===== src/rtl/internal_paths_pkg.sv =====
// Shared types and defaults for the internal_paths capture stage.
package internal_paths_pkg;

  // Capture FSM states: wait for enable, look for a start bit, shift data bits.
  typedef enum logic [1:0] {
    IDLE  = 2'd0,
    HUNT  = 2'd1,
    SHIFT = 2'd2
  } cap_state_e;

  // Line level that marks the start of a frame.
  localparam logic START_LVL = 1'b1;

  // Default frame width and activity counter width.
  localparam int DEF_WIDTH = 8;
  localparam int DEF_CNT_W = 16;

endpackage


===== src/rtl/internal_paths_retime.sv =====
// Two-flop retimer for the serial input; a separate module so timing reports
// name this path on its own.
module internal_paths_retime (
  input  logic clk_i,
  input  logic rst_ni,
  input  logic d_i,
  output logic q_o
);

  logic r1_q;
  logic r2_q;

  // Retime the input through two rising-edge flops.
  always_ff @(posedge clk_i or negedge rst_ni) begin
    if (!rst_ni) begin
      r1_q <= 1'b0;
      r2_q <= 1'b0;
    end else begin
      r1_q <= d_i;
      r2_q <= r1_q;
    end
  end

  assign q_o = r2_q;

endmodule


===== src/rtl/internal_paths_capture.sv =====
// Capture stage: retimes a framed serial stream (start bit + WIDTH data bits,
// LSB first), deserialises it and presents words on a valid/ready port.
// Also keeps a saturating count of transitions on the retimed input.
module internal_paths_capture
  import internal_paths_pkg::*;
#(
  parameter int WIDTH = DEF_WIDTH,
  parameter int CNT_W = DEF_CNT_W
) (
  input  logic             clk,
  input  logic             rst_n,
  input  logic             in,
  input  logic             en,
  input  logic             word_ready,
  output logic [WIDTH-1:0] word_data,
  output logic             word_valid,
  output logic             overflow,
  input  logic             clr_overflow,
  output logic [CNT_W-1:0] toggle_count,
  output logic             busy
);

  localparam int BW = $clog2(WIDTH);
  localparam logic [BW-1:0] LAST_BIT = BW'(WIDTH - 1);

  logic             r2_s;
  logic             r3_q;
  cap_state_e       state_q, state_d;
  logic [BW-1:0]    bit_cnt_q, bit_cnt_d;
  // Only WIDTH-1 bits are stored; the last bit is taken straight from the line.
  logic [WIDTH-2:0] sh_q, sh_d;
  logic [WIDTH-1:0] word_s;
  logic             done_s;
  logic [WIDTH-1:0] data_q, data_d;
  logic             valid_q, valid_d;
  logic             ovf_q, ovf_d;
  logic [CNT_W-1:0] cnt_q, cnt_d;
  logic             busy_q;

  internal_paths_retime u_retime (
    .clk_i  (clk),
    .rst_ni (rst_n),
    .d_i    (in),
    .q_o    (r2_s)
  );

  assign word_s = {r2_s, sh_q};

  // Next-state logic: start-bit hunt, bit shifting and frame completion.
  always_comb begin
    state_d   = state_q;
    bit_cnt_d = bit_cnt_q;
    sh_d      = sh_q;
    done_s    = 1'b0;
    case (state_q)
      IDLE: begin
        if (en) state_d = HUNT;
        else    state_d = IDLE;
      end
      HUNT: begin
        if (!en) begin
          state_d = IDLE;
        end else if (r2_s == START_LVL) begin
          state_d   = SHIFT;
          bit_cnt_d = '0;
        end else begin
          state_d = HUNT;
        end
      end
      SHIFT: begin
        if (!en) begin
          // Partial word is simply abandoned.
          state_d   = IDLE;
          bit_cnt_d = '0;
        end else begin
          sh_d = word_s[WIDTH-1:1];
          if (bit_cnt_q == LAST_BIT) begin
            done_s    = 1'b1;
            state_d   = HUNT;
            bit_cnt_d = '0;
          end else begin
            bit_cnt_d = bit_cnt_q + BW'(1);
          end
        end
      end
      default: begin
        state_d   = IDLE;
        bit_cnt_d = '0;
      end
    endcase
  end

  // Output word register and sticky overflow; setting overflow beats clearing it.
  always_comb begin
    data_d  = data_q;
    valid_d = valid_q;
    if (clr_overflow) ovf_d = 1'b0;
    else              ovf_d = ovf_q;
    if (done_s) begin
      if (!valid_q || word_ready) begin
        data_d  = word_s;
        valid_d = 1'b1;
      end else begin
        ovf_d = 1'b1;
      end
    end else if (valid_q && word_ready) begin
      valid_d = 1'b0;
    end else begin
      valid_d = valid_q;
    end
  end

  // Saturating transition counter on the retimed input.
  always_comb begin
    if ((r2_s != r3_q) && (cnt_q != {CNT_W{1'b1}})) cnt_d = cnt_q + CNT_W'(1);
    else                                             cnt_d = cnt_q;
  end

  // FSM state, bit counter and shift register.
  always_ff @(posedge clk or negedge rst_n) begin
    if (!rst_n) begin
      state_q   <= IDLE;
      bit_cnt_q <= '0;
      sh_q      <= '0;
    end else begin
      state_q   <= state_d;
      bit_cnt_q <= bit_cnt_d;
      sh_q      <= sh_d;
    end
  end

  // Output word, valid and overflow registers.
  always_ff @(posedge clk or negedge rst_n) begin
    if (!rst_n) begin
      data_q  <= '0;
      valid_q <= 1'b0;
      ovf_q   <= 1'b0;
    end else begin
      data_q  <= data_d;
      valid_q <= valid_d;
      ovf_q   <= ovf_d;
    end
  end

  // Previous retimed bit, activity counter and registered busy decode.
  always_ff @(posedge clk or negedge rst_n) begin
    if (!rst_n) begin
      r3_q   <= 1'b0;
      cnt_q  <= '0;
      busy_q <= 1'b0;
    end else begin
      r3_q   <= r2_s;
      cnt_q  <= cnt_d;
      busy_q <= (state_d == SHIFT);
    end
  end

  assign word_data    = data_q;
  assign word_valid   = valid_q;
  assign overflow     = ovf_q;
  assign toggle_count = cnt_q;
  assign busy         = busy_q;

endmodule


===== config.mk =====
export PLATFORM = sky130hd
export DESIGN_NAME = internal_paths_capture
export DESIGN_NICKNAME = d
export VERILOG_FILES = /design/src/rtl/internal_paths_pkg.sv /design/src/rtl/internal_paths_retime.sv /design/src/rtl/internal_paths_capture.sv
export SDC_FILE = /design/constraint.sdc
export NUM_CORES = 1
export LEC_CHECK = 0
export BUFFER_PORTS_ARGS = -buffer_cell sky130_fd_sc_hd__buf_2
export CAP_MARGIN = 20
export CORE_UTILIZATION = 59
export CTS_CLUSTER_DIAMETER = 30
export DETAILED_ROUTE_END_ITERATION = 8
export PLACE_DENSITY = 0.88
export SLEW_MARGIN = 20
export SYNTH_ARGS = -nofsm -noshare
export SYNTH_HDL_FRONTEND = slang
export SYNTH_HIERARCHICAL = 1
export SYNTH_SLANG_ARGS = --single-unit

===== constraint.sdc =====
create_clock -name clk -period 3.74 [get_ports clk]
set_clock_uncertainty 0.2 [all_clocks]
set_input_delay 0.748 -clock clk [delete_from_list [all_inputs] [get_ports clk]]
set_output_delay 0.748 -clock clk [all_outputs]
set_load 0.01 [all_outputs]

==> out/metrics.cfg <==
[power_and_ir_drop]
power_density_mw_per_mm2 = 556.0
p_int_mw = 0.8204
leakage_nw = 1.100
peakVddDrop_v = 0.0004429
p_sw_share_pct = 31.28
power.switching_mw = 0.3734
seqPwrFrac_pct = 53.5
comb_power_share_pct = 23.2
p_clk_share_pct = 23.4

[worst_setup_path]
r2r_cells = 5
r2r_end = word_data[7]
critPathCapture = word_data[7]
crit_required_ns = 3.78
endpoint_kind = flop
crit_start = bit_cnt_q[0]
critical_path_arrival_ns = 2.28
start_kind = flop
r2r_start = bit_cnt_q[0]
critPathKind = reg2reg
path_max_fanout = 8
ff2ff_setup_slack_ns = 1.51

[place]
placed_cells = 220
place_ws_ns = 1.367
hpwlAfterDp_um = 2275
io_buffers = 32
gp_congestion = 0.8263

[route]
wl_per_cell_um = 14.02
vias_per_cell = 5.548
ant_nets = 0
first_pass_iters = 4
initialDrtViolationCount = 31
wl_um = 3196
drc = 0
vias = 1265

[synthesis]
ys_warn_count = 6
async_reset_ff_share_pct = 100.0
yosys.area_share.simple_pct = 18.08
syn_avg_cell_area_sq_um = 12.71
synth_edf_count = 0
syn_inst = 147
synth_top_family_by_area = simple AND/OR/NAND/NOR gates
yosys.area_share.adder_pct = 2.009
synth-main-ff-cell = dfrtp_1
synth-compound-area-share_pct = 5.358
synth_xor_area_share_pct = 6.028
syn_nets = 156
synth.yosys.seq_area_share_pct = 56.26
ys_ff_latch = 42
yosysUniqueCellTypes = 34
synth_area_sq_mm = 0.001868
synthMuxAreaShare_pct = 10.85

[clock_tree]
cts_root_buf = clkbuf_4
cts_tree = built
cts.repair.resized = 0
numCtsBuffers = 5
path_clk_slew_ns = 0.11
ctsHoldBuffers = 0
cts.sinks = 42
cts_max_level = 2
postCtsSetupRepairBufs = 0
clock_latency_ns = 0.35
clock_path_buffers = 2

[sta]
setup_viol = 0
finalHoldViolCount = 0
fin_tns_setup_ns = 0
fmax_ghz = 0.4475
relSlewSlack_pct = 41.19
slew_violations = 0
worstMarginPinSlew_ns = 0.8821
timing.final.ws_setup_ns = 1.505
rsz0062_at_grt = false
final.min_clock_period_ns = 2.235
fin_crit_sh_pct = 59.75

[floorplanning]
die_w_um = 58.27
core-area_sq_mm = 0.003028
dieArea_sq_mm = 0.003395
die_y_um = 58.27
rows = 20
start_util_pct = 61.69
ioPinCount = 33

[layout]
fin_cells = 228
drive_gt1_share_pct = 35.33
utilization_pct = 70.91
n_antenna_cell = 0
layout.nets = 192
area_delta_synth_final_pct = 14.94

[grt]
gr-usage-all-layers_pct = 22.45
grt_max_degree = 43
grt_pass1_wl_um = 5595
grt_pass1_vias = 1259
grt-ovfl-total = 0
antenna_found_initial = 0

[job]
drv_cap = 0

[worst_hold_path]
hold_path_class = reg2reg

[run_status]
status = complete, no violations

-- synthesized netlist by cell type (2+ instances only) --
cell      count  area share (%)
nand2_1      12             2.4
mux2_1        2             1.2
nor2b_1       2            0.67
nand4_2       2             1.3
nor3_1        4             1.1
dfrtp_1      42              56
nand3_1       3            0.80
nor4b_2       2             1.6
and2_1        2            0.67
xnor2_1       2            0.94
nor2_1        3            0.60
o21ai_0       4             1.1
xor2_1        9             4.2
mux2_2       16             9.6
nor3b_1       2            0.80
a21oi_1       6             1.6
clkbuf_1      3            0.60
o22ai_1       2            0.67
inv_1         4            0.80
o21a_1        2            0.80
ha_1          3             2.0
nor4_1        2            0.67
and3_1        5             1.7
nor4_2        2             1.3
nand2b_1      2            0.67
-- worst min path at each step --
stage                     slack [ns]           from  cells past startpoint           end
after floorplan                 0.13  u_retime/r1_q                      0  u_retime/q_o
after CTS                       0.17  u_retime/r1_q                      0  u_retime/q_o
final                           0.16  u_retime/r1_q                      0  u_retime/q_o
after global routing            0.18  u_retime/r1_q                      0  u_retime/q_o
after global placement          0.14  u_retime/r1_q                      0  u_retime/q_o
after detailed placement        0.14  u_retime/r1_q                      0  u_retime/q_o
-- flip-flops by register name, indices dropped and copies added, names as in the netlist, 2 cells and up --
name / flops
toggle_count: 16
sh_q: 7
bit_cnt_q: 3
word_data: 8
state_q: 2
-- stage by stage --
step / hold WS, ns / total power [mW] / area [sq um]
2_1_floorplan: 0.1312 / 0.8078 / 1868
3_3_place_gp: 0.1411 / 0.8961 / 2072
3_5_place_dp: 0.1442 / 0.9227 / 2072
4_1_cts: 0.1706 / 1.207 / 2147
5_1_grt: 0.1801 / 1.271 / 2147
6_report: 0.1642 / 1.194 / 2147
-- cell usage in the layout (no fill, tap or decap), types with 3 or more instances in the layout --
cell type,count
nor3_1,4
mux2_2,16
xor2_1,9
inv_1,4
clkbuf_4,5
buf_2,32
o21ai_0,4
nand2_1,12
ha_1,3
and3_1,5
nor2_1,3
a21oi_1,6
dfrtp_1,42
nand3_1,3
-- cells by family after synthesis --
group                    count (synthesis)
XOR/XNOR                                12
adder cells (fa/ha/maj)                  3
buffers and inverters                    7
AND/OR/NAND/NOR                         49
AO/OA/AOI/OAI                           16
flip-flops                              42
multiplexers                            18
-- cell type report --
class,instances,area [sq um]
Fill cell,212,880.8
Sequential cell,42,1051
Inverter,4,15.01
Tap cell,44,55.05
Timing Repair Buffer,32,160.2
Multi-Input combinational cell,98,790.8
Clock buffer,7,45.04
Clock inverter,1,30.03
-- power groups by stage --
stage          Combinational, mW  Clock [mW]  Sequential, mW
2_1_floorplan              0.160           0           0.648
3_5_place_dp               0.277           0           0.646
6_report                   0.277       0.279           0.638
4_1_cts                    0.280       0.288           0.639
5_1_grt                    0.312       0.306           0.653
3_3_place_gp               0.259           0           0.637
-- per-layer routing --
| layer | global-route usage, % | vias up | wire [um] |
|---|---|---|---|
| met4 | 11.90 | 0 | 87 |
| met5 | 0 | - | 0 |
| li1 | - | 594 | - |
| met1 | 27.48 | 621 | 1421 |
| met3 | 6.696 | 12 | 152 |
| met2 | 35.96 | 38 | 1534 |
-- critical path: stages (launching register included) --
cell and delay [ns]:
dfrtp_1 0.41, ha_1 0.19, ha_1 0.18, nand4b_1 0.17, nor2b_1 0.57, mux2_2 0.41
Note: power is estimated with default switching activity, not from simulation.
